--- config.mk ---
export PLATFORM = sky130hd
export DESIGN_NAME = program_sequencer
export DESIGN_NICKNAME = d
export VERILOG_FILES = /design/src/rtl/cu_pkg.sv /design/src/rtl/instruction_decoder.sv /design/src/rtl/program_sequencer.sv
export SDC_FILE = /design/constraint.sdc
export NUM_CORES = 1
export LEC_CHECK = 0
export ABC_AREA = 1
export BUFFER_PORTS_ARGS = -buffer_cell sky130_fd_sc_hd__buf_4
export CAP_MARGIN = 5
export CORE_ASPECT_RATIO = 1.75
export CORE_MARGIN = 4
export CORE_UTILIZATION = 25
export CTS_CLUSTER_DIAMETER = 40
export DETAILED_ROUTE_END_ITERATION = 6
export SETUP_SLACK_MARGIN = 0.05
export SYNTH_ARGS = -nofsm -noshare
export SYNTH_HDL_FRONTEND = slang
export SYNTH_SLANG_ARGS = --single-unit
--- constraint.sdc ---
create_clock -name clk -period 2.75 [get_ports clk]
set_clock_uncertainty 0.05 [all_clocks]
set_input_delay 0.55 -clock clk [delete_from_list [all_inputs] [get_ports clk]]
set_output_delay 0.55 -clock clk [all_outputs]
set_load 0.01 [all_outputs]
--- src/rtl/cu_pkg.sv ---
// ---------------------------------------------------------------------------
// cu_pkg
// Shared definitions for the 4-bit computational unit and its program
// sequencer: instruction field positions, special encodings, jump condition
// codes, destination/source codes, reg_en bit indices and the sequencer
// state type.  Also provides dest_ctrl(), which maps a 3-bit destination
// code onto the register enables, i-register select and data memory strobe.
// No ports (package).
// ---------------------------------------------------------------------------
package cu_pkg;

    // Sequencer state
    typedef enum logic {
        S_RUN  = 1'b0,
        S_HALT = 1'b1
    } seq_state_t;

    // Jump condition field (ir[4:3] of a 111x_xxxx word)
    typedef enum logic [1:0] {
        CC_JMP  = 2'b00,
        CC_JZ   = 2'b01,
        CC_JNZ  = 2'b10,
        CC_MISC = 2'b11   // NOP / HALT group, not a jump
    } jump_cc_t;

    // Special encodings
    localparam logic [7:0] NOP  = 8'hF8;
    localparam logic [7:0] HALT = 8'hFC;

    // Opcode discrimination bits: 0xxx LOAD, 10xx MOV, 110x ALU, 111x JUMP/misc
    localparam int OPC_LOAD_BIT = 7;
    localparam int OPC_MOV_BIT  = 6;
    localparam int OPC_ALU_BIT  = 5;

    // Field positions (LSB of each field)
    localparam int LOAD_DST_LSB = 4;
    localparam int LOAD_NIB_LSB = 0;
    localparam int MOV_DST_LSB  = 3;
    localparam int MOV_SRC_LSB  = 0;
    localparam int ALU_X_BIT    = 4;
    localparam int ALU_Y_BIT    = 3;
    localparam int ALU_FN_LSB   = 0;
    localparam int JMP_CC_LSB   = 3;

    // Destination codes
    localparam logic [2:0] DST_X0    = 3'd0;
    localparam logic [2:0] DST_X1    = 3'd1;
    localparam logic [2:0] DST_Y0    = 3'd2;
    localparam logic [2:0] DST_Y1    = 3'd3;
    localparam logic [2:0] DST_O_REG = 3'd4;
    localparam logic [2:0] DST_M     = 3'd5;
    localparam logic [2:0] DST_I     = 3'd6;
    localparam logic [2:0] DST_DM    = 3'd7;

    // Source codes (used directly as source_sel for MOV)
    localparam logic [2:0] SRC_X0 = 3'd0;
    localparam logic [2:0] SRC_X1 = 3'd1;
    localparam logic [2:0] SRC_Y0 = 3'd2;
    localparam logic [2:0] SRC_Y1 = 3'd3;
    localparam logic [2:0] SRC_R  = 3'd4;
    localparam logic [2:0] SRC_M  = 3'd5;
    localparam logic [2:0] SRC_I  = 3'd6;
    localparam logic [2:0] SRC_DM = 3'd7;

    // Extended source selects that only the decoder produces
    localparam logic [3:0] SRC_PM    = 4'd8;
    localparam logic [3:0] SRC_IPINS = 4'd9;

    // reg_en bit indices (bit 7 is unused and always 0)
    localparam int EN_X0    = 0;
    localparam int EN_X1    = 1;
    localparam int EN_Y0    = 2;
    localparam int EN_Y1    = 3;
    localparam int EN_R     = 4;
    localparam int EN_M     = 5;
    localparam int EN_I     = 6;
    localparam int EN_O_REG = 8;

    // While reset is held only r is enabled so the unit clears r and r_eq_0
    localparam logic [8:0] RESET_REG_EN = 9'h010;

    typedef struct packed {
        logic [8:0] reg_en;
        logic       i_sel;
        logic       dm_we;
    } dest_ctrl_t;

    // A data memory write also post-increments i, so DST_DM enables i with
    // i_sel pointing at the incrementer rather than the data bus.
    function automatic dest_ctrl_t dest_ctrl(input logic [2:0] dst);
        dest_ctrl_t c;
        c = '0;
        case (dst)
            DST_X0:    c.reg_en[EN_X0]    = 1'b1;
            DST_X1:    c.reg_en[EN_X1]    = 1'b1;
            DST_Y0:    c.reg_en[EN_Y0]    = 1'b1;
            DST_Y1:    c.reg_en[EN_Y1]    = 1'b1;
            DST_O_REG: c.reg_en[EN_O_REG] = 1'b1;
            DST_M:     c.reg_en[EN_M]     = 1'b1;
            DST_I:     c.reg_en[EN_I]     = 1'b1;
            DST_DM: begin
                c.reg_en[EN_I] = 1'b1;
                c.i_sel        = 1'b1;
                c.dm_we        = 1'b1;
            end
            default: c = '0;
        endcase
        return c;
    endfunction

endpackage

--- src/rtl/instruction_decoder.sv ---
// ---------------------------------------------------------------------------
// instruction_decoder
// Purely combinational decode of the 8-bit instruction register into the
// computational unit's control signals, plus jump/halt flags for the
// sequencer.
// Ports:
//   ir          in  8  instruction register
//   ir_nibble   out 4  immediate / ALU function nibble
//   source_sel  out 4  data bus source select
//   x_sel       out 1  ALU x operand select
//   y_sel       out 1  ALU y operand select
//   i_sel       out 1  i-register input select (1 = post-increment)
//   reg_en      out 9  register enables
//   dm_we       out 1  data memory write strobe
//   is_jump     out 1  ir holds a JMP/JZ/JNZ opcode
//   jump_cc     out 2  jump condition field
//   is_halt     out 1  ir holds HALT
// ---------------------------------------------------------------------------
module instruction_decoder
    import cu_pkg::*;
(
    input  logic [7:0] ir,
    output logic [3:0] ir_nibble,
    output logic [3:0] source_sel,
    output logic       x_sel,
    output logic       y_sel,
    output logic       i_sel,
    output logic [8:0] reg_en,
    output logic       dm_we,
    output logic       is_jump,
    output jump_cc_t   jump_cc,
    output logic       is_halt
);

    dest_ctrl_t dst;

    // Opcode classes are distinguished by the position of the first zero
    // in the top three bits; everything not set by a class stays 0.
    always_comb begin
        ir_nibble  = '0;
        source_sel = '0;
        x_sel      = 1'b0;
        y_sel      = 1'b0;
        i_sel      = 1'b0;
        reg_en     = '0;
        dm_we      = 1'b0;
        is_jump    = 1'b0;
        is_halt    = 1'b0;
        dst        = '0;
        jump_cc    = jump_cc_t'(ir[JMP_CC_LSB +: 2]);

        if (!ir[OPC_LOAD_BIT]) begin
            dst        = dest_ctrl(ir[LOAD_DST_LSB +: 3]);
            source_sel = SRC_PM;
            ir_nibble  = ir[LOAD_NIB_LSB +: 4];
            reg_en     = dst.reg_en;
            i_sel      = dst.i_sel;
            dm_we      = dst.dm_we;
        end else if (!ir[OPC_MOV_BIT]) begin
            dst = dest_ctrl(ir[MOV_DST_LSB +: 3]);
            // Moving r into o_reg is repurposed as "o_reg <- i_pins"
            if (ir[MOV_DST_LSB +: 3] == DST_O_REG && ir[MOV_SRC_LSB +: 3] == SRC_R)
                source_sel = SRC_IPINS;
            else
                source_sel = {1'b0, ir[MOV_SRC_LSB +: 3]};
            reg_en = dst.reg_en;
            i_sel  = dst.i_sel;
            dm_we  = dst.dm_we;
        end else if (!ir[OPC_ALU_BIT]) begin
            x_sel        = ir[ALU_X_BIT];
            y_sel        = ir[ALU_Y_BIT];
            ir_nibble    = {1'b0, ir[ALU_FN_LSB +: 3]};
            reg_en[EN_R] = 1'b1;
        end else if (jump_cc != CC_MISC) begin
            is_jump = 1'b1;
        end else begin
            // Remaining 11111xxx codes are NOP except the HALT word
            is_halt = (ir == HALT);
        end
    end

endmodule

--- src/rtl/program_sequencer.sv ---
// ---------------------------------------------------------------------------
// program_sequencer
// Fetches instructions from asynchronous-read program memory, holds the
// program counter and instruction register, resolves conditional jumps on
// r_eq_0 and drives all control inputs of the computational unit.
// Ports:
//   clk         in  1  system clock
//   sync_reset  in  1  synchronous active-high reset
//   pm_data     in  8  program memory word at pm_addr
//   r_eq_0      in  1  zero flag from the computational unit
//   pm_addr     out 8  program counter
//   ir_nibble   out 4  immediate / ALU function nibble
//   source_sel  out 4  data bus source select
//   x_sel       out 1  ALU x operand select
//   y_sel       out 1  ALU y operand select
//   i_sel       out 1  i-register input select
//   reg_en      out 9  register enables
//   dm_we       out 1  data memory write strobe
//   halted      out 1  sequencer stopped on HALT
// ---------------------------------------------------------------------------
module program_sequencer
    import cu_pkg::*;
(
    input  logic       clk,
    input  logic       sync_reset,
    input  logic [7:0] pm_data,
    input  logic       r_eq_0,
    output logic [7:0] pm_addr,
    output logic [3:0] ir_nibble,
    output logic [3:0] source_sel,
    output logic       x_sel,
    output logic       y_sel,
    output logic       i_sel,
    output logic [8:0] reg_en,
    output logic       dm_we,
    output logic       halted
);

    logic [7:0] pc, pc_next;
    logic [7:0] ir, ir_next;
    seq_state_t state, state_next;

    logic [3:0] dec_ir_nibble;
    logic [3:0] dec_source_sel;
    logic       dec_x_sel;
    logic       dec_y_sel;
    logic       dec_i_sel;
    logic [8:0] dec_reg_en;
    logic       dec_dm_we;
    logic       dec_is_jump;
    jump_cc_t   dec_jump_cc;
    logic       dec_is_halt;
    logic       taken;

    instruction_decoder u_decoder (
        .ir         (ir),
        .ir_nibble  (dec_ir_nibble),
        .source_sel (dec_source_sel),
        .x_sel      (dec_x_sel),
        .y_sel      (dec_y_sel),
        .i_sel      (dec_i_sel),
        .reg_en     (dec_reg_en),
        .dm_we      (dec_dm_we),
        .is_jump    (dec_is_jump),
        .jump_cc    (dec_jump_cc),
        .is_halt    (dec_is_halt)
    );

    // State register: pc, ir and the run/halt state.  Reset wins over any
    // pending jump or halt.
    always_ff @(posedge clk) begin
        if (sync_reset) begin
            pc    <= 8'h00;
            ir    <= NOP;
            state <= S_RUN;
        end else begin
            pc    <= pc_next;
            ir    <= ir_next;
            state <= state_next;
        end
    end

    // r_eq_0 is used in the jump's own cycle, so an ALU result computed by
    // the instruction just before the jump is already visible here.
    always_comb begin
        case (dec_jump_cc)
            CC_JMP:  taken = 1'b1;
            CC_JZ:   taken = r_eq_0;
            CC_JNZ:  taken = !r_eq_0;
            default: taken = 1'b0;
        endcase
    end

    // Next-state logic.  During a jump pm_data is the address word; the
    // NOP loaded into ir is the bubble that covers the refetch.
    always_comb begin
        pc_next    = pc;
        ir_next    = ir;
        state_next = state;
        case (state)
            S_RUN: begin
                if (dec_is_halt) begin
                    state_next = S_HALT;
                end else if (dec_is_jump) begin
                    pc_next = taken ? pm_data : pc + 8'd1;
                    ir_next = NOP;
                end else begin
                    pc_next = pc + 8'd1;
                    ir_next = pm_data;
                end
            end
            S_HALT: begin
                pc_next    = pc;
                ir_next    = ir;
                state_next = S_HALT;
            end
            default: state_next = S_RUN;
        endcase
    end

    // Output logic: reset forces only r enabled; halt silences everything.
    always_comb begin
        pm_addr    = pc;
        halted     = (state == S_HALT);
        ir_nibble  = dec_ir_nibble;
        source_sel = dec_source_sel;
        x_sel      = dec_x_sel;
        y_sel      = dec_y_sel;
        i_sel      = dec_i_sel;
        reg_en     = dec_reg_en;
        dm_we      = dec_dm_we;
        if (sync_reset || state == S_HALT) begin
            ir_nibble  = '0;
            source_sel = '0;
            x_sel      = 1'b0;
            y_sel      = 1'b0;
            i_sel      = 1'b0;
            reg_en     = sync_reset ? RESET_REG_EN : 9'h000;
            dm_we      = 1'b0;
        end
    end

endmodule

Yosys cells after proc, flatten, opt, wreduce, memory -nomap -nowiden
Index checks and enable logic that the tools add are counted.
{"block": "word_totals", "inputBits": 11, "regBits": 17}
{"block": "classes", "bitwise": 1, "n_eq_ne": 20, "n_addsub": 1, "reduce_logical": 9, "muxes": 63}
{"operator": "$mux 8", "count": 7}
{"operator": "$mux 1", "count": 39}
{"operator": "$mux 4", "count": 9}
{"operator": "$eq 3x3->1 const B", "count": 9}
{"operator": "$mux 9", "count": 2}
{"operator": "$eq 3x2->1 const B", "count": 4}
{"operator": "$add 8x1->8 const B", "count": 1}
{"operator": "$eq 8x8->1 const B", "count": 1}
{"operator": "$eq 3x1->1 const B", "count": 2}
{"operator": "$logic_not 3->1", "count": 2}
{"operator": "$mux 5", "count": 1}
{"operator": "$mux 2", "count": 2}
{"operator": "$ne 2x2->1 const B", "count": 2}
{"operator": "$reduce_or 2->1", "count": 2}
{"operator": "$mux 3", "count": 1}
{"operator": "$pmux 1 s3", "count": 1}
{"operator": "$eq 2x1->1 const B", "count": 1}
{"operator": "$eq 2x2->1 const B", "count": 1}
{"operator": "$logic_not 2->1", "count": 1}
{"operator": "$pmux 1 s2", "count": 1}
{"operator": "$reduce_and 2->1", "count": 1}
{"operator": "$logic_and 1x1->1", "count": 1}
{"operator": "$logic_not 1->1", "count": 1}
{"operator": "$logic_or 1x1->1", "count": 1}
{"operator": "$not 1->1", "count": 1}

Longest topological paths before layout
Gate-level depths: netlist of run 1.
{"block": "logic_depth", "word_depth": 8, "depth_mapped": 9, "mapped_depth_nobuf": 9}

Hierarchy
From an unflattened synthesis of run 1, not the netlist that was laid out.
{"block": "hier_totals", "hier_cells": 234, "area_unflattened_um2": 1425.1}
{"mod": "program_sequencer", "cells_each": 176, "seq_area_each_um2": 340.3, "area_each_um2": 1096.1, "n_inst": 1}
{"mod": "instruction_decoder", "cells_each": 58, "seq_area_each_um2": 0.0, "area_each_um2": 329.1, "n_inst": 1}

Worst setup path after synthesis of run 1
Ideal clock, no wire load.
{"block": "synth_timing", "path_type": "input -> output", "startpoint": "input port sync_reset", "endpoint": "output port i_sel", "required_ns": 2.150, "arrival_ns": 1.427, "slack_ns": 0.723, "path_stages": 4, "n_path_buf": 1, "cell_sequence": "nor2_1 > nand2_1 > nor3_1 > buf_4"}
{"block": "synth_via", "elab_chain_len": 2}
{"item": "start, declared", "line_no": "program_sequencer.sv:25", "source": "input logic sync_reset,"}
{"item": "$logic_or 1x1->1", "line_no": "program_sequencer.sv:132", "source": "if (sync_reset || state == S_HALT) begin"}
{"item": "$mux 1", "line_no": "program_sequencer.sv:132"}
{"item": "end, declared", "line_no": "program_sequencer.sv:33", "source": "output logic i_sel,"}
Every way passes these cells.

Worst setup path after layout of run 1
{"block": "layout_timing", "startpoint": "input port sync_reset", "endpoint": "output port dm_we"}
{"block": "layout_via", "elab_chain_len": 2}
{"item": "$logic_or 1x1->1", "line_no": "program_sequencer.sv:132"}
{"item": "$mux 1", "line_no": "program_sequencer.sv:132"}
{"item": "end, declared", "line_no": "program_sequencer.sv:35", "source": "output logic dm_we,"}
Every way passes these cells.

==> results of run 1 <==
==> how the worst max path moves through the flow <==
stage / endpoint
after floorplan: i_sel
after global placement: i_sel
after detailed placement: i_sel
after CTS: i_sel
after global routing: dm_we
final: dm_we
==> power groups by stage <==
stage / clock (mW) / sequential [mW] / combinational [mW]
floorplan: 0 / 0.353 / 0.268
global placement: 0 / 0.371 / 0.368
detailed placement: 0 / 0.370 / 0.372
CTS: 0.193 / 0.367 / 0.373
global route: 0.204 / 0.377 / 0.419
finish: 0.186 / 0.366 / 0.367
==> registers in the layout, indices dropped and copies added (netlist names) <==
signal / cells
pm_addr: 8
halted: 1
ir: 8
==> through the flow <==
stage | instances | setup WS [ns] | utilization (%) | hold WS, ns | instance area, um2
floorplan | 210 | 0.723 | - | 0.376 | 1230
global placement | 293 | 0.580 | 32.0 | 0.391 | 1520
detailed placement | 293 | 0.531 | 32.0 | 0.402 | 1520
CTS | 297 | 0.519 | 33.0 | 0.412 | 1570
global route | 297 | 0.355 | 33.0 | 0.435 | 1570
finish | 297 | 0.512 | 33.0 | 0.410 | 1570
==> per-layer routing <==
layer  track usage, %  wire [um]  vias to the layer above
met3             1.41        159                        2
li1                 -          -                      726
met4             3.01         24                        0
met5                0          0                        -
met1             13.9       1400                      601
met2             20.0       1770                       30
==> area by class of cell <==
class / count / area [um2]
clock buffer: 3 / 41.3
clock inverter: 1 / 5.00
fill: 526 / 3180
inverter: 28 / 105
multi-input combinational: 157 / 717
sequential: 17 / 340
tap: 52 / 65.1
timing repair buffer: 39 / 293
==> critical path: cells and delay by family <==
kind	cells	cell delay, ns
buffers and inverters	2	0.31
AND/OR/NAND/NOR	3	0.78
==> cells in the mapped netlist, drive strengths merged <==
library cell / instances
a21oi: 6
o21ai: 2
conb: 1
xnor2: 1
nand3: 22
nand2: 69
nor2: 32
dfxtp: 17
buf: 8
ha: 1
nand4: 2
a211oi: 1
or2: 2
nor3: 8
and3: 1
inv: 28
o211ai: 6
o21bai: 3
==> logic make-up (layout without fill, tap and decap cells) <==
| family | after synthesis | count (layout) | synth area share [%] |
|---|---|---|---|
| xor+xnor | 1 | 1 | 0.712 |
| buf+inv | 36 | 71 | 14.1 |
| compound gates | 18 | 18 | 9.65 |
| flops | 17 | 17 | 27.6 |
| fa+ha+maj | 1 | 1 | 1.02 |
| other cells | 1 | 1 | 0.305 |
| simple gates | 136 | 136 | 46.5 |
==> results_tabular.tex, run 1 <==
\begin{tabular}{lr}
\hline
Metric & Value \\
\hline
\multicolumn{2}{l}{\textbf{Place}} \\
Detailed-placement wirelength estimate & about 2.7 mm \\
Total of buffers placed on input and output ports & 39 \\
RePlAce Congestion & approximately 0.86 \\
\multicolumn{2}{l}{\textbf{Min path}} \\
Path type of the worst min-delay path & reg2reg \\
Hold-critical path endpoint & ir[0] \\
Worst hold stages & 2 \\
Min-delay src & ir[0] \\
\multicolumn{2}{l}{\textbf{Cells and area}} \\
Commonest non-fill, non-tap cell in the layout & sky130\_fd\_sc\_hd\_\_nand2\_1 \\
Commonest non-fill, non-tap cells in the layout & sky130\_fd\_sc\_hd\_\_nand2\_1 (65), sky130\_fd\_sc\_hd\_\_buf\_4 (39), sky130\_fd\_sc\_hd\_\_nor2\_1 (31) \\
Area grow syn2layout & 27.2\% \\
Layout cells sized above 1 & a little over a fifth \\
Number of antenna diodes & 0 \\
Final net count & $\sim$260 \\
\multicolumn{2}{l}{\textbf{Detailed routing}} \\
Drt pass-1 iters & 4 \\
Residual DRC & 0 \\
First DRT Iteration DRCs & 48 \\
Sum of routed wire length over all layers & 3.35 mm \\
Avg WL per Cell & 11.3 um \\
Drt via density & approximately 4.6 \\
Vias & approximately 1400 \\
DRT antenna net count & 0 \\
\multicolumn{2}{l}{\textbf{Critical path}} \\
Arr. time, crit path & 1.64 ns \\
Critical R2R Launch & ir[7] \\
Cell depth of the worst flop-to-flop path & 6 \\
Worst reg2reg endpoint & pm\_addr[7] \\
Cell with the most instances on the worst path & sky130\_fd\_sc\_hd\_\_buf\_4 \\
First element of the critical path & sync\_reset \\
Data required time of the worst path & 2.15 ns \\
Worst-path fanout max & 6 \\
Setup slack of the most critical reg-to-reg path & 1.09 ns \\
Crit path capture type & primary output \\
Category of the worst setup path launch point & primary input \\
Maximum single-stage delay on the critical path & $\sim$0.32 ns \\
CP max stage cell & sky130\_fd\_sc\_hd\_\_nor3\_1 \\
CP cell instances & buf\_4 > nor2\_1 > nand2\_1 > nor3\_1 > buf\_4 \\
Category of the most critical setup path & in2out \\
\multicolumn{2}{l}{\textbf{Power}} \\
Net Sw Power & around 370 uW \\
Power density over the cells & 587 nW/um2 \\
Register share of total power & about two fifths \\
Clk network pwr share & between 20\% and 30\% \\
Static leakage power & between 0.8 and 0.9 nW \\
Max rail drop VDD & 451 uV \\
Internal portion of total power & around 550 uW \\
Pwr Total & approximately 900 uW \\
Combinational group share of total power & $\sim$40\% \\
Switching Fraction & 40.4\% \\
\multicolumn{2}{l}{\textbf{Floorplan}} \\
Number of placement rows & 33 \\
Die extent in x & 61.1 um \\
I/O pin cnt & 41 \\
Die outline area & slightly above 6000 um2 \\
Die span in y & 101 um \\
Area of the placeable core & 4750 um2 \\
Initial standard-cell utilization of the core & between 20\% and 30\% \\
\multicolumn{2}{l}{\textbf{Clock tree}} \\
Clock Pin Slew Worst Setup and Hold Paths & 0.07 ns \\
CTS tree & yes \\
Clock tree root driver cell & sky130\_fd\_sc\_hd\_\_clkbuf\_8 \\
Insertion delay to the later sink of the worst-skew pair & between 0.2 and 0.3 ns \\
CTS Buf Count & 3 \\
Post-CTS setup buffer count & 0 \\
Buffer depth of the longest clock path & 2 \\
Clock tree sinks & 17 \\
Resized Gates After CTS & 0 \\
Max H-tree Level & 1 \\
Hold-fix buffer count after cts & 0 \\
\multicolumn{2}{l}{\textbf{GRT}} \\
Antenna violations before repair & 0 \\
Combined global-route utilization of all metal layers & a little under an eighth \\
Number of global-route vias before repair & about 1200 \\
Wire length of the first global-routing pass & 5.49 mm \\
Total overflow reported by the global router & 0 \\
Maximum number of pins on one net before global-route repair & 15 \\
\multicolumn{2}{l}{\textbf{Timing}} \\
Maximum operating frequency & approximately 450 MHz \\
Tightest Pin Transition & $\sim$0.55 ns \\
Slew headroom & between 60\% and 70\% \\
Slew Viols, Final & 0 \\
Unrepaired setup endpoints after global routing & false \\
Setup total negative slack & 0 ns \\
Post-route fraction of the period consumed by the critical path & roughly four fifths \\
Final critical delay including setup and external delays & around 2.2 ns \\
Final hold violations & 0 \\
Count of endpoints failing setup in the final report & 0 \\
\multicolumn{2}{l}{\textbf{Synthesis}} \\
Top cell type by total area after synthesis & sky130\_fd\_sc\_hd\_\_dfxtp\_1 \\
Post-synth design cell area & 1230 um2 \\
Yosys top cell area share & between 20\% and 30\% \\
FF+latch count, synth & 17 \\
Count of warnings emitted by yosys & 0 \\
Synthesized instance count & 210 \\
Number of nets in the synthesized netlist & roughly 220 \\
Count of distinct cell types in the synthesized netlist & 24 \\
Synth Area per Inst & just under 6 um2 \\
Area contributors post-synth & sky130\_fd\_sc\_hd\_\_dfxtp\_1 (28\%), sky130\_fd\_sc\_hd\_\_nand2\_1 (20\%), sky130\_fd\_sc\_hd\_\_nor2\_1 (9.5\%) \\
Sequential-to-total area share from yosys stat & around 28\% \\
\multicolumn{2}{l}{\textbf{Job}} \\
Number of max-cap violations & 0 \\
\multicolumn{2}{l}{\textbf{Status}} \\
Status & completed \\
\hline
\end{tabular}
No activity file was read; power rests on OpenSTA's default activity.
==> inputs of run 2 (changes only) <==
==> constraint.sdc (replaced) <==
create_clock -name clk -period 2 [get_ports clk]
set_clock_uncertainty 0.05 [all_clocks]
set_input_delay 0.4 -clock clk [delete_from_list [all_inputs] [get_ports clk]]
set_output_delay 0.4 -clock clk [all_outputs]
set_load 0.01 [all_outputs]
==> results_tabular.tex, run 2 (synthesized netlist as in run 1, its figures left out) <==
\begin{tabular}{lr}
\hline
Metric & Value \\
\hline
\multicolumn{2}{l}{\textbf{Status}} \\
Status & completed (unchanged) \\
\multicolumn{2}{l}{\textbf{Power}} \\
Register share of total power & 38.8\% (was 39.8\%) \\
Switching Fraction & 40.2\% (was 40.4\%) \\
Static leakage power & 0.850 nW (was 0.832 nW) \\
Power density over the cells & 805 nW/um2 (was 587 nW/um2) \\
Net Sw Power & 522 uW (was 371 uW) \\
Clk network pwr share & 20.4\% (was 20.2\%) \\
Max rail drop VDD & 406 uV (was 451 uV) \\
Internal portion of total power & 776 uW (was 548 uW) \\
Combinational group share of total power & 40.8\% (was 39.9\%) \\
\multicolumn{2}{l}{\textbf{Timing}} \\
Slew Viols, Final & 0 (unchanged) \\
Count of endpoints failing setup in the final report & 0 (unchanged) \\
Min setup slack post-route & 0.166 ns (was 0.512 ns) \\
Maximum operating frequency & about 550 MHz \\
Post-route fraction of the period consumed by the critical path & between 90\% and 100\% \\
Unrepaired setup endpoints after global routing & true (was false) \\
Final critical delay including setup and external delays & 1.83 ns \\
Setup total negative slack & 0 ns (unchanged) \\
Final hold violations & 0 (unchanged) \\
\multicolumn{2}{l}{\textbf{Cells and area}} \\
Final net count & 262 (was 258) \\
Layout cells sized above 1 & 24.5\% (was 21.2\%) \\
Commonest non-fill, non-tap cell in the layout & sky130\_fd\_sc\_hd\_\_nand2\_1 (unchanged) \\
Post-route design area & 1610 um2 (was 1570 um2) \\
Filler-free cell count of the finished design & 301 (was 297) \\
Commonest non-fill, non-tap cells in the layout & sky130\_fd\_sc\_hd\_\_nand2\_1 (65), sky130\_fd\_sc\_hd\_\_buf\_4 (43), sky130\_fd\_sc\_hd\_\_nor2\_1 (30) (was sky130\_fd\_sc\_hd\_\_nand2\_1 (65), sky130\_fd\_sc\_hd\_\_buf\_4 (39), sky130\_fd\_sc\_hd\_\_nor2\_1 (31)) \\
Area grow syn2layout & 30.9\% (was 27.2\%) \\
Total area of multi-input combinational cells & 729 um2 (was 717 um2) \\
Fill cells & 531 (was 526) \\
Register area & 344 um2 (was 340 um2) \\
Number of antenna diodes & 0 (unchanged) \\
\multicolumn{2}{l}{\textbf{Place}} \\
Total of buffers placed on input and output ports & 39 (unchanged) \\
RePlAce Congestion & 0.884 (was 0.863) \\
Placed Instance Area & 1550 um2 (was 1520 um2) \\
Placed Cells incl. Taps & 297 (was 293) \\
Pre-CTS WS & 0.114 ns (was 0.531 ns) \\
Detailed-placement wirelength estimate & 2.74 mm (was 2.71 mm) \\
\multicolumn{2}{l}{\textbf{Critical path}} \\
Cell depth of the worst flop-to-flop path & 7 (was 6) \\
Category of the most critical setup path & reg2out (was in2out) \\
Setup slack of the most critical reg-to-reg path & 0.54 ns (was 1.09 ns) \\
Worst-path fanout max & 6 (unchanged) \\
Critical R2R Launch & ir[5] (was ir[7]) \\
Data required time of the worst path & 1.55 ns (was 2.15 ns) \\
First element of the critical path & ir[3] (was sync\_reset) \\
Worst reg2reg endpoint & pm\_addr[4] (was pm\_addr[7]) \\
Category of the worst setup path launch point & flip-flop (was primary input) \\
Worst setup path end & source\_sel[3] (was dm\_we) \\
Crit path capture type & primary output (unchanged) \\
Arr. time, crit path & 1.38 ns (was 1.64 ns) \\
\multicolumn{2}{l}{\textbf{Clock tree}} \\
Clock tree sinks & 17 (unchanged) \\
Buffer depth of the longest clock path & 2 (unchanged) \\
Clock tree root driver cell & sky130\_fd\_sc\_hd\_\_clkbuf\_8 (unchanged) \\
Hold-fix buffer count after cts & 0 (unchanged) \\
Max H-tree Level & 1 (unchanged) \\
CTS tree & yes (unchanged) \\
Insertion delay to the later sink of the worst-skew pair & 0.26 ns (was 0.25 ns) \\
Clock Pin Slew Worst Setup and Hold Paths & 0.06 ns (was 0.07 ns) \\
CTS Buf Count & 3 (unchanged) \\
\multicolumn{2}{l}{\textbf{Detailed routing}} \\
DRT antenna net count & 0 (unchanged) \\
Vias & 1387 (was 1359) \\
Residual DRC & 0 (unchanged) \\
Sum of routed wire length over all layers & 3.40 mm (was 3.35 mm) \\
Avg WL per Cell & 11.3 um (about the same) \\
Drt pass-1 iters & 5 (was 4) \\
Drt via density & 4.61 (was 4.58) \\
First DRT Iteration DRCs & 40 (was 48) \\
\multicolumn{2}{l}{\textbf{GRT}} \\
Maximum number of pins on one net before global-route repair & 15 (unchanged) \\
Combined global-route utilization of all metal layers & 12.4\% (was 11.3\%) \\
Number of global-route vias before repair & 1367 (was 1220) \\
Total overflow reported by the global router & 0 (unchanged) \\
Antenna violations before repair & 0 (unchanged) \\
Wire length of the first global-routing pass & 6.00 mm (was 5.49 mm) \\
\multicolumn{2}{l}{\textbf{Floorplan}} \\
Die span in y & 101 um (unchanged) \\
I/O pin cnt & 41 (unchanged) \\
Die extent in x & 61.1 um (unchanged) \\
Number of placement rows & 33 (unchanged) \\
Initial standard-cell utilization of the core & 25.9\% (unchanged) \\
Die outline area & 6160 um2 (unchanged) \\
Area of the placeable core & 4750 um2 (unchanged) \\
\multicolumn{2}{l}{\textbf{Job}} \\
Number of max-cap violations & 0 (unchanged) \\
\multicolumn{2}{l}{\textbf{Min path}} \\
Path type of the worst min-delay path & in2reg (was reg2reg) \\
\hline
\end{tabular}
==> run 2: cell count changes in the layout (fill, tap and decap cells not counted), sizes merged <==
| cell | previous run | this run |
|---|---|---|
| clkbuf | 3 | 4 |
| buf | 39 | 43 |
| clkinv | 1 | 0 |
==> run 2: power groups by stage <==
stage	clock network (mW)	registers, mW	logic (mW)
2_1_floorplan	0	0.485	0.368
3_3_place_gp	0	0.506	0.525
3_5_place_dp	0	0.507	0.532
4_1_cts	0.274	0.501	0.535
5_1_grt	0.287	0.519	0.615
6_report	0.265	0.504	0.529
==> run 2: critical path, cell delays in order, from the launching register on <==
cell and delay, ns:
sky130_fd_sc_hd__dfxtp_1 0.37, sky130_fd_sc_hd__inv_1 0.15, sky130_fd_sc_hd__nand3_1 0.09, sky130_fd_sc_hd__nor2_1 0.15, sky130_fd_sc_hd__inv_1 0.07, sky130_fd_sc_hd__a21oi_1 0.15, sky130_fd_sc_hd__buf_4 0.15
==> run 2: what timing repair did <==
action,CTS,global route
resized for setup,2,4
setup endpoints to repair,3,12
setup buffers,0,0
==> run 2: worst min-delay path by stage <==
stage / from / endpoint / cells past startpoint
after floorplan: ir[0] / ir[0] / 2
after global placement: ir[1] / ir[1] / 2
after detailed placement: ir[0] / ir[0] / 2
after CTS: pm_data[2] / ir[2] / 3
after global routing: pm_data[1] / ir[1] / 3
final: pm_data[1] / ir[1] / 3
==> run 2: layout make-up <==
class	count	area share (%)
clock buffers	4	2.80
inverters	28	6.52
multi-input cells	157	45.3
flip-flops and latches	17	21.4
well taps	52	4.04
repair buffers	43	20.0
==> run 2: through the flow <==
step / power (mW) / util [%] / hold WS, ns
final: 1.30 / 33.9 / 0.292
after CTS: 1.31 / 33.7 / 0.289
after floorplan: 0.854 / - / 0.376
after global routing: 1.42 / 33.9 / 0.300
after detailed placement: 1.04 / 32.6 / 0.391
after global placement: 1.03 / 32.6 / 0.389
==> run 2: per-layer routing <==
layer	track usage, %	vias to the layer above	part of all wire (%)
li1	-	735	-
met1	14.0	600	39
met2	22.2	43	52
met3	1.28	9	5.7
met4	5.84	0	2.7
met5	0	-	0
==> inputs of run 3 (changes only) <==
--- a/config.mk
+++ b/config.mk
@@ -5,7 +5,6 @@
 export SDC_FILE = /design/constraint.sdc
 export NUM_CORES = 1
 export LEC_CHECK = 0
-export ABC_AREA = 1
 export BUFFER_PORTS_ARGS = -buffer_cell sky130_fd_sc_hd__buf_4
 export CAP_MARGIN = 5
 export CORE_ASPECT_RATIO = 1.75
==> results_tabular.tex, run 3 <==
\begin{tabular}{lr}
\hline
Metric & Value \\
\hline
\multicolumn{2}{l}{\textbf{Status}} \\
Status & completed (unchanged) \\
\multicolumn{2}{l}{\textbf{Power}} \\
Power density over the cells & 685 nW/um2 (was 805 nW/um2) \\
Static leakage power & 0.740 nW (was 0.850 nW) \\
Max rail drop VDD & 260 uV (was 406 uV) \\
Pwr Total & 1.13 mW (was 1.30 mW) \\
\multicolumn{2}{l}{\textbf{Synthesis}} \\
Synth Flop Type & sky130\_fd\_sc\_hd\_\_dfxtp\_1 (unchanged) \\
Count leader, synth & sky130\_fd\_sc\_hd\_\_dfxtp\_1 (was sky130\_fd\_sc\_hd\_\_nand2\_1) \\
Yosys top cell area share & 28.9\% (was 27.6\%) \\
Number of flops mapped to enable cells by yosys & 0 (unchanged) \\
Synth Area per Inst & 8.22 um2 (was 5.86 um2) \\
Async set-reset flop share out of synthesis & 0\% (unchanged) \\
Number of nets in the synthesized netlist & 155 (was 222) \\
Post-synth design cell area & 1180 um2 (was 1230 um2) \\
Sequential-to-total area share from yosys stat & 28.9\% (was 27.6\%) \\
Count of warnings emitted by yosys & 0 (unchanged) \\
List of most frequent post-synthesis cells & sky130\_fd\_sc\_hd\_\_dfxtp\_1 (17), sky130\_fd\_sc\_hd\_\_a21oi\_1 (14), sky130\_fd\_sc\_hd\_\_nand2\_1 (11) (was sky130\_fd\_sc\_hd\_\_nand2\_1 (65), sky130\_fd\_sc\_hd\_\_nor2\_1 (31), sky130\_fd\_sc\_hd\_\_inv\_1 (27)) \\
Top cell type by total area after synthesis & sky130\_fd\_sc\_hd\_\_dfxtp\_1 (unchanged) \\
FF+latch count, synth & 17 (unchanged) \\
Synthesized instance count & 143 (was 210) \\
Area contributors post-synth & sky130\_fd\_sc\_hd\_\_dfxtp\_1 (29\%), sky130\_fd\_sc\_hd\_\_mux2i\_1 (7.7\%), sky130\_fd\_sc\_hd\_\_a21oi\_1 (6.0\%) (was sky130\_fd\_sc\_hd\_\_dfxtp\_1 (28\%), sky130\_fd\_sc\_hd\_\_nand2\_1 (20\%), sky130\_fd\_sc\_hd\_\_nor2\_1 (9.5\%)) \\
Count of distinct cell types in the synthesized netlist & 47 (was 24) \\
\multicolumn{2}{l}{\textbf{Critical path}} \\
Data required time of the worst path & 1.55 ns (about the same) \\
Cell with the most instances on the worst path & sky130\_fd\_sc\_hd\_\_buf\_4 (was sky130\_fd\_sc\_hd\_\_inv\_1) \\
Crit path capture type & primary output (unchanged) \\
CP cell instances & buf\_4 > nor2b\_1 > a21oi\_1 > nor4b\_1 > buf\_4 (was inv\_1 > nand3\_1 > nor2\_1 > inv\_1 > a21oi\_1 > buf\_4) \\
Arr. time, crit path & 1.45 ns (was 1.38 ns) \\
Category of the most critical setup path & reg2out (unchanged) \\
CP max stage cell & sky130\_fd\_sc\_hd\_\_dfxtp\_1 (unchanged) \\
Category of the worst setup path launch point & flip-flop (unchanged) \\
Maximum single-stage delay on the critical path & 0.34 ns (was 0.37 ns) \\
Worst-path fanout max & 14 (was 6) \\
Cell depth of the worst flop-to-flop path & 5 (was 7) \\
\multicolumn{2}{l}{\textbf{Timing}} \\
Min Hold Slack & 0.322 ns (was 0.292 ns) \\
Final hold violations & 0 (unchanged) \\
Tightest Pin Transition & approximately 0.58 ns \\
Slew Viols, Final & 0 (unchanged) \\
Unrepaired setup endpoints after global routing & true (unchanged) \\
Post-route fraction of the period consumed by the critical path & 95.0\% (was 91.7\%) \\
Maximum operating frequency & 526 MHz (was 545 MHz) \\
Count of endpoints failing setup in the final report & 0 (unchanged) \\
Slew headroom & between 60\% and 70\% \\
Final critical delay including setup and external delays & 1.90 ns (was 1.83 ns) \\
Setup total negative slack & 0 ns (unchanged) \\
\multicolumn{2}{l}{\textbf{Detailed routing}} \\
Avg WL per Cell & 14.0 um (was 11.3 um) \\
Residual DRC & 0 (unchanged) \\
First DRT Iteration DRCs & 38 (was 40) \\
Drt via density & 4.92 (was 4.61) \\
DRT antenna net count & 0 (unchanged) \\
Sum of routed wire length over all layers & 3.34 mm (was 3.40 mm) \\
Drt pass-1 iters & 6 (was 5) \\
Vias & 1172 (was 1387) \\
\multicolumn{2}{l}{\textbf{Floorplan}} \\
Die outline area & 5910 um2 (was 6160 um2) \\
Number of placement rows & 32 (was 33) \\
Die extent in x & 59.9 um (was 61.1 um) \\
Die span in y & 98.7 um (was 101 um) \\
I/O pin cnt & 41 (unchanged) \\
Area of the placeable core & 4480 um2 (was 4750 um2) \\
Initial standard-cell utilization of the core & 26.2\% (was 25.9\%) \\
\multicolumn{2}{l}{\textbf{Clock tree}} \\
CTS tree & yes (unchanged) \\
CTS Buf Count & 3 (unchanged) \\
Max H-tree Level & 1 (unchanged) \\
Clock tree root driver cell & sky130\_fd\_sc\_hd\_\_clkbuf\_8 (unchanged) \\
Buffer depth of the longest clock path & 2 (unchanged) \\
Clock tree sinks & 17 (unchanged) \\
Clock Pin Slew Worst Setup and Hold Paths & 0.06 ns (about the same) \\
Insertion delay to the later sink of the worst-skew pair & 0.24 ns (was 0.26 ns) \\
\multicolumn{2}{l}{\textbf{Place}} \\
Detailed-placement wirelength estimate & 2.71 mm (was 2.74 mm) \\
Total of buffers placed on input and output ports & 39 (unchanged) \\
RePlAce Congestion & 0.732 (was 0.884) \\
Placed Cells incl. Taps & 231 (was 297) \\
\multicolumn{2}{l}{\textbf{Cells and area}} \\
Final net count & 200 (was 262) \\
Commonest non-fill, non-tap cell in the layout & sky130\_fd\_sc\_hd\_\_buf\_4 (was sky130\_fd\_sc\_hd\_\_nand2\_1) \\
Area grow syn2layout & 40.1\% (was 30.9\%) \\
Number of antenna diodes & 0 (unchanged) \\
Final cell utilization of the core & 36.7\% (was 33.9\%) \\
Layout cells sized above 1 & 39.6\% (was 24.5\%) \\
Filler-free cell count of the finished design & 238 (was 301) \\
Commonest non-fill, non-tap cells in the layout & sky130\_fd\_sc\_hd\_\_buf\_4 (51), sky130\_fd\_sc\_hd\_\_a21oi\_1 (13), sky130\_fd\_sc\_hd\_\_dfxtp\_1 (13) (was sky130\_fd\_sc\_hd\_\_nand2\_1 (65), sky130\_fd\_sc\_hd\_\_buf\_4 (43), sky130\_fd\_sc\_hd\_\_nor2\_1 (30)) \\
\multicolumn{2}{l}{\textbf{GRT}} \\
Number of global-route vias before repair & 1135 (was 1367) \\
Wire length of the first global-routing pass & 5.38 mm (was 6.00 mm) \\
Combined global-route utilization of all metal layers & 11.7\% (was 12.4\%) \\
Maximum number of pins on one net before global-route repair & 15 (unchanged) \\
Total overflow reported by the global router & 0 (unchanged) \\
Antenna violations before repair & 0 (unchanged) \\
\multicolumn{2}{l}{\textbf{Min path}} \\
Worst hold stages & 2 (was 3) \\
Path type of the worst min-delay path & in2reg (unchanged) \\
\multicolumn{2}{l}{\textbf{Job}} \\
Number of max-cap violations & 0 (unchanged) \\
\hline
\end{tabular}
==> run 3: area by class of cell <==
cell class / instances / area, um2
multi-input combinational: 106 / 767
tap: 51 / 63.8
timing repair buffer: 51 / 383
fill: 499 / 2840
sequential: 17 / 353
inverter: 9 / 36.3
clock buffer: 4 / 45.0
==> run 3: cell families after synthesis <==
logic type / count (synthesis) / share of synthesized area [%]
AOI/OAI and AO/OA: 37 / 23.2
adders and majority gates: 1 / 1.06
buffers and inverters: 20 / 8.72
DFF: 17 / 28.9
muxes: 10 / 8.62
other: 1 / 0.319
and+or+nand+nor: 57 / 29.1
==> run 3: power by group <==
| part | internal, mW | switching [mW] | total, mW |
|---|---|---|---|
| sequential | 0.387 | 0.0719 | 0.459 |
| combinational | 0.214 | 0.207 | 0.421 |
| clock | 0.141 | 0.109 | 0.250 |
==> run 3: timing repair <==
item,4_1_cts,5_1_grt
gates resized for setup,6,8
pin swaps,1,1
hold buffers,0,0
endpoints found under the setup margin,15,12
buffers inserted,3,0
==> run 3: worst paths after layout <==
check                to  startpoint  slack [ns]
max           reg_en[3]       ir[5]        0.10
min               ir[6]  pm_data[6]        0.32
max reg2reg  pm_addr[7]       ir[4]        0.25
min reg2reg  pm_addr[7]  pm_addr[7]        0.47
==> run 3: layer usage <==
metal  GRT usage (%)  part of all wire, %
met1            12.6                   38
met2            21.8                   58
met3            1.70                  3.8
met4            4.10                 0.93
met5               0                    0
==> run 3: per-stage QoR <==
step / setup WS [ns] / instance area, um2
after global routing: -0.0138 / 1650
after CTS: 0.0295 / 1620
after global placement: 0.182 / 1530
after detailed placement: 0.139 / 1530
final: 0.100 / 1650
after floorplan: 0.139 / 1180
==> run 3: worst max-delay path, delay by kind of cell, from the launching register on <==
family / cells / cell delay (ns)
AO/OA/AOI/OAI: 1 / 0.04
buffers and inverters: 2 / 0.39
flip-flops: 1 / 0.34
AND/OR/NAND/NOR: 2 / 0.43
